<file path="config.mk">
export PLATFORM = sky130hd
export DESIGN_NAME = program_loader_flat
export DESIGN_NICKNAME = d
export VERILOG_FILES = /design/src/rtl/program_loader_if.sv /design/src/rtl/program_loader.sv /design/src/flat_wrapper.sv
export SDC_FILE = /design/constraint.sdc
export NUM_CORES = 1
export LEC_CHECK = 0
export ABC_AREA = 1
export BUFFER_PORTS_ARGS = -buffer_cell sky130_fd_sc_hd__buf_2
export CORE_ASPECT_RATIO = 2
export CORE_MARGIN = 2
export CORE_UTILIZATION = 45
export DETAILED_ROUTE_END_ITERATION = 8
export GPL_ROUTABILITY_DRIVEN = 0
export GPL_TIMING_DRIVEN = 0
export PLACE_DENSITY = 0.68
export SYNTH_ARGS = -nofsm -noshare
export SYNTH_HDL_FRONTEND = slang
export SYNTH_SLANG_ARGS = --single-unit
</file>
<file path="constraint.sdc">
create_clock -name clk -period 2.95 [get_ports clk]
set_input_delay 0.4425 -clock clk [delete_from_list [all_inputs] [get_ports clk]]
set_output_delay 0.4425 -clock clk [all_outputs]
set_load 0.005 [all_outputs]
</file>
<file path="src/rtl/program_loader_if.sv">
// Handshake and memory-write bundle between a byte-stream source/host and the program loader.
// Master drives the load request and byte stream; slave (the loader) drives the rest.
interface program_loader_if #(
  parameter int unsigned ADDR_W = 32
);
  logic              start;
  logic [15:0]       word_count;
  logic              byte_valid;
  logic [7:0]        byte_data;
  logic              byte_ready;
  logic              imem_we;
  logic [ADDR_W-1:0] imem_addr;
  logic [31:0]       imem_wdata;
  logic              cpu_rst;
  logic              busy;
  logic              done;
  logic              err;

  modport master (
    output start, word_count, byte_valid, byte_data,
    input  byte_ready, imem_we, imem_addr, imem_wdata, cpu_rst, busy, done, err
  );

  modport slave (
    input  start, word_count, byte_valid, byte_data,
    output byte_ready, imem_we, imem_addr, imem_wdata, cpu_rst, busy, done, err
  );
endinterface

</file>
<file path="src/rtl/program_loader.sv">
// Loads a little-endian byte stream into instruction memory one 32-bit word at a time,
// holding the CPU in reset until a load completes.
module program_loader #(
  parameter int unsigned DEPTH_WORDS = 256,
  parameter int unsigned ADDR_W      = 32
) (
  input  logic             clk,
  input  logic             rst,
  program_loader_if.slave  bus
);
  localparam int unsigned IDX_W = (DEPTH_WORDS > 1) ? $clog2(DEPTH_WORDS) : 1;

  typedef enum logic [1:0] {IDLE, RECV, WRITE, DONE} state_t;

  state_t            state_q;
  logic [IDX_W-1:0]  word_idx_q;
  logic [IDX_W-1:0]  last_q;
  logic [1:0]        byte_idx_q;
  logic [23:0]       asm_q;
  logic              byte_ready_q;
  logic              imem_we_q;
  logic [ADDR_W-1:0] imem_addr_q;
  logic [31:0]       imem_wdata_q;
  logic              cpu_rst_q;
  logic              busy_q;
  logic              done_q;
  logic              err_q;
  logic              wc_fits;

  assign wc_fits = 32'(bus.word_count) <= DEPTH_WORDS;

  always_ff @(posedge clk or negedge rst) begin
    if (!rst) begin
      state_q      <= IDLE;
      word_idx_q   <= '0;
      last_q       <= '0;
      byte_idx_q   <= '0;
      asm_q        <= '0;
      byte_ready_q <= 1'b0;
      imem_we_q    <= 1'b0;
      imem_addr_q  <= '0;
      imem_wdata_q <= '0;
      cpu_rst_q    <= 1'b0;
      busy_q       <= 1'b0;
      done_q       <= 1'b0;
      err_q        <= 1'b0;
    end else begin
      case (state_q)
        IDLE: begin
          if (bus.start) begin
            if (bus.word_count == '0) begin
              cpu_rst_q <= 1'b0;
              err_q     <= 1'b0;
              busy_q    <= 1'b1;
              done_q    <= 1'b1;
              state_q   <= DONE;
            end else if (wc_fits) begin
              // Store the final index rather than the count so the WRITE exit test is a plain compare.
              last_q       <= IDX_W'(bus.word_count - 16'd1);
              err_q        <= 1'b0;
              cpu_rst_q    <= 1'b0;
              word_idx_q   <= '0;
              byte_idx_q   <= '0;
              busy_q       <= 1'b1;
              byte_ready_q <= 1'b1;
              state_q      <= RECV;
            end else begin
              err_q <= 1'b1;
            end
          end
        end
        RECV: begin
          if (bus.byte_valid) begin
            if (byte_idx_q == 2'd3) begin
              imem_we_q    <= 1'b1;
              imem_addr_q  <= ADDR_W'({word_idx_q, 2'b00});
              imem_wdata_q <= {bus.byte_data, asm_q};
              byte_idx_q   <= '0;
              byte_ready_q <= 1'b0;
              state_q      <= WRITE;
            end else begin
              if (byte_idx_q == 2'd0)      asm_q[7:0]   <= bus.byte_data;
              else if (byte_idx_q == 2'd1) asm_q[15:8]  <= bus.byte_data;
              else                         asm_q[23:16] <= bus.byte_data;
              byte_idx_q <= byte_idx_q + 2'd1;
            end
          end
        end
        WRITE: begin
          imem_we_q <= 1'b0;
          if (word_idx_q == last_q) begin
            done_q  <= 1'b1;
            state_q <= DONE;
          end else begin
            word_idx_q   <= word_idx_q + IDX_W'(1);
            byte_ready_q <= 1'b1;
            state_q      <= RECV;
          end
        end
        DONE: begin
          done_q    <= 1'b0;
          busy_q    <= 1'b0;
          cpu_rst_q <= 1'b1;
          state_q   <= IDLE;
        end
        default: state_q <= IDLE;
      endcase
    end
  end

  assign bus.byte_ready = byte_ready_q;
  assign bus.imem_we    = imem_we_q;
  assign bus.imem_addr  = imem_addr_q;
  assign bus.imem_wdata = imem_wdata_q;
  assign bus.cpu_rst    = cpu_rst_q;
  assign bus.busy       = busy_q;
  assign bus.done       = done_q;
  assign bus.err        = err_q;
endmodule
</file>
<file path="src/flat_wrapper.sv">
// flat-port wrapper written by rule: the top's interface ports become plain ports
module program_loader_flat 
#(
  parameter int unsigned DEPTH_WORDS = 256,
  parameter int unsigned ADDR_W      = 32
)
  (clk, rst, bus_start, bus_word_count, bus_byte_valid, bus_byte_data, bus_byte_ready, bus_imem_we, bus_imem_addr, bus_imem_wdata, bus_cpu_rst, bus_busy, bus_done, bus_err);
  program_loader_if #(.ADDR_W(ADDR_W)) bus_i ();
  input  logic clk;
  input  logic rst;
  input wire logic [$bits(bus_i.start)-1:0] bus_start;
  input wire logic [$bits(bus_i.word_count)-1:0] bus_word_count;
  input wire logic [$bits(bus_i.byte_valid)-1:0] bus_byte_valid;
  input wire logic [$bits(bus_i.byte_data)-1:0] bus_byte_data;
  output wire logic [$bits(bus_i.byte_ready)-1:0] bus_byte_ready;
  output wire logic [$bits(bus_i.imem_we)-1:0] bus_imem_we;
  output wire logic [$bits(bus_i.imem_addr)-1:0] bus_imem_addr;
  output wire logic [$bits(bus_i.imem_wdata)-1:0] bus_imem_wdata;
  output wire logic [$bits(bus_i.cpu_rst)-1:0] bus_cpu_rst;
  output wire logic [$bits(bus_i.busy)-1:0] bus_busy;
  output wire logic [$bits(bus_i.done)-1:0] bus_done;
  output wire logic [$bits(bus_i.err)-1:0] bus_err;
  assign bus_i.start = bus_start;
  assign bus_i.word_count = bus_word_count;
  assign bus_i.byte_valid = bus_byte_valid;
  assign bus_i.byte_data = bus_byte_data;
  assign bus_byte_ready = bus_i.byte_ready;
  assign bus_imem_we = bus_i.imem_we;
  assign bus_imem_addr = bus_i.imem_addr;
  assign bus_imem_wdata = bus_i.imem_wdata;
  assign bus_cpu_rst = bus_i.cpu_rst;
  assign bus_busy = bus_i.busy;
  assign bus_done = bus_i.done;
  assign bus_err = bus_i.err;
  program_loader #(.DEPTH_WORDS(DEPTH_WORDS), .ADDR_W(ADDR_W)) u_core (.clk(clk), .rst(rst), .bus(bus_i));
endmodule
</file>
==> results.toml <==
[outcome]
status = "completed"

[power]
p_comb_frac = 0.283
p_seq_frac = 0.416
power.density_nw_per_um2 = 777
power.leakage_nw = 3.02
ir_worst_vdd_mv = 0.397
pwr-share-clk = 0.301
switching_share = 0.322
fin_total_pwr_mw = 4.21
power_switching_mw = 1.35
internal_power_mw = 2.86

[sta]
fin_tns_setup_ps = 0
maxSlewViolCount = 0
fmaxAchievable_mhz = 490
rsz0062_at_grt = "false"
fin_crit_sh = 0.692
fin_crit_ps = 2040
hold_viol_final = 0
layout_setup_ws_ps = 909
setup_violations = 0
fin_skew_ps = 7.00

[clock_tree]
insertion_delay_ps = 340
ctsRootBufferMaster = "clkbuf_16"
clk_pin_slew_ps = 60
cts_buffers = 9
htree_levels = 3
ctsHoldBuffers = 0
post_cts_resized = 0
cts_tree = "done"
cts.sinks = 90
ctsLongestPathBuffers = 2
post_cts_buffers = 0

[worst_hold_path]
hold_path_class = "input port to async pin"

[critical_path]
critical_path_buf_inv_count = 4
cp-end-kind = "flip-flop"
worstPathRequired_ps = 3170
worst_path_max_delay_cell = "dfrtp_1"
cp_common_cell = "nand2_1"
reg2reg_slack_ps = 910
worst_setup_path_start_kind = "flip-flop"
cpPeakStageDelay_ps = 420
r2r-end = "u_core.word_idx_q[2]"
critPathTopFamily = "buffers and inverters"
arrival_ps = 2260
crit_type = "flip-flop to flip-flop"
r2r_start = "u_core.state_q[0]"
crit_path_max_fanout = 9
reg2regPathDepth = 10
crit_chain = "inv_1 > ha_1 > clkbuf_1 > inv_1 > nand2_1 > nand2_1 > inv_4 > nand2_4 > nand2_1 > nand2_1"

[drt]
final_antenna_net_count = 0
dr.pass1.iters = 4
drt_iter0_markers = 237
drt-total-wl_um = 9670
routed_via_density = 4.68
num_vias = 3609
wl_per_cell_um = 12.5
drc = 0

[grt]
antenna_found_initial = 0
grt_pass1_wl_um = 15800
grt_overflow_total = 0
grt_util_all_layers = 0.194
grt_pass1_vias = 3487
grt_max_degree = 62

[logic_synthesis]
yosys-top-cells-area = "dfrtp_1 51%, nand2_1 17%, o21ai_0 5.5%"
ys.flop_type = "dfrtp_1"
synth_top_area_cell = "dfrtp_1"
yosysSeqAreaShare = 0.507
yosys_warnings = 0
yosys.area.top_type_share = 0.507
postSynthCellCount = 528
synth_top_family_by_area = "simple AND/OR/NAND/NOR gates"
async_flop_share = 1.00
syn_avg_cell_area_um2 = 8.41
yosys.area_share.simple = 0.269
synthMuxAreaShare = 0
synthXorXnorAreaFrac = 0.0197
synth-adder-area-share = 0.0282
synth_common_cells = "200 x nand2_1, 90 x dfrtp_1, 49 x o21ai_0, 44 x inv_1, 24 x buf_4"
ys_seq_elements = 90
synth-compound-area-share = 0.0693
ys_types = 30
netlist_area_um2 = 4440
synth_edf_count = 0
synth.most_common_cell = "nand2_1"

[layout]
drive_above_1_share = 0.227
fin_nets = 674
antenna_cells = 0
fillCellCount = 917
fin_util = 0.558
syn_to_final_growth_pct = 21.8

[run]
maxCapViolations = 0

[floorplan]
pin_count = 98
die_area_um2 = 10700
start_util = 0.458
core-area_um2 = 9700
die-width_um = 74.3
row_count = 51
die_h_um = 145

[placed_design]
pre_cts_slack_ps = 949
post-dp-hpwl_um = 7420
portBuffers = 73
[layer usage]
metal,part of all wire,vias to the layer above,track usage
li1,-,1807,-
met1,0.36,1662,0.196
met2,0.55,113,0.353
met3,0.046,27,0.0460
met4,0.042,0,0.107
met5,0,-,0
[layout by cell type, fill, tap and decap left out, drive strengths merged, types with 2 or more instances in the layout]
cell / Yosys / routed
clkbuf: 11 / 22
dfrtp: 90 / 90
inv: 48 / 48
bufinv: 0 / 3
nand4: 2 / 2
a21oi: 6 / 6
nand2: 210 / 210
nand3: 20 / 20
xnor2: 6 / 6
conb: 1 / 24
xor2: 4 / 4
nor3: 6 / 6
o21ai: 53 / 53
nor2: 29 / 29
buf: 29 / 103
ha: 10 / 10
[power groups by stage]
stage / logic, mW / registers [mW] / clock network (mW)
floorplan: 0.819 / 1.74 / 0
global placement: 1.16 / 1.75 / 0
detailed placement: 1.20 / 1.77 / 0
CTS: 1.21 / 1.75 / 1.29
global route: 1.37 / 1.79 / 1.34
finish: 1.19 / 1.75 / 1.27
[state kept, by name, summed over array words and instances, names as in the netlist, 2 cells and up]
signal,cells
u_core.bus.imem_wdata,32
u_core.bus.imem_addr,8
u_core.byte_idx_q,2
u_core.word_idx_q,8
u_core.last_q,8
u_core.state_q,2
u_core.asm_q,24
[area by class of cell]
class                           count  area [um^2]  share of cell area
Sequential cell                    90         2250               0.416
Multi-Input combinational cell    373         1810               0.334
Timing Repair Buffer               74          395              0.0730
Buffer                             40          289              0.0534
Clock buffer                       11          233              0.0430
Inverter                           48          183              0.0337
Tap cell                          132          165              0.0305
Clock inverter                      3         90.1              0.0166
[cell families after synthesis]
| group | after synthesis |
|---|---|
| AO/OA/AOI/OAI | 61 |
| XOR/XNOR | 10 |
| adder cells (fa/ha/maj) | 10 |
| buffers and inverters | 88 |
| flip-flops | 90 |
| other | 1 |
| AND/OR/NAND/NOR | 268 |
[worst max path at each step]
stage                            from                    to  slack (ps)  depth (start not counted)
floorplan           bus_word_count[0]  u_core.byte_idx_q[1]        1300                         12
global placement                  rst    u_core.bus.cpu_rst         690                          1
detailed placement  u_core.state_q[0]  u_core.word_idx_q[2]         950                         10
CTS                 u_core.state_q[0]  u_core.word_idx_q[2]         890                         10
global route        u_core.state_q[0]  u_core.word_idx_q[0]         720                         10
finish              u_core.state_q[0]  u_core.word_idx_q[2]         910                         10
[worst register-to-register path: stages (launching register included)]
cell      delay, ps
dfrtp_1         420
inv_1           120
ha_1            160
clkbuf_1        400
inv_1           240
nand2_1         110
nand2_1          90
inv_4           140
nand2_4         100
nand2_1          70
nand2_1          60
[metrics by stage]
step	cells	cell area [um^2]	hold WS, ps
after floorplan	551	4530	147
after global placement	756	5060	448
after detailed placement	757	5090	406
after CTS	771	5410	43.4
after global routing	771	5410	64.4
final	771	5410	32.2
Power figures use the tool's default switching activity.
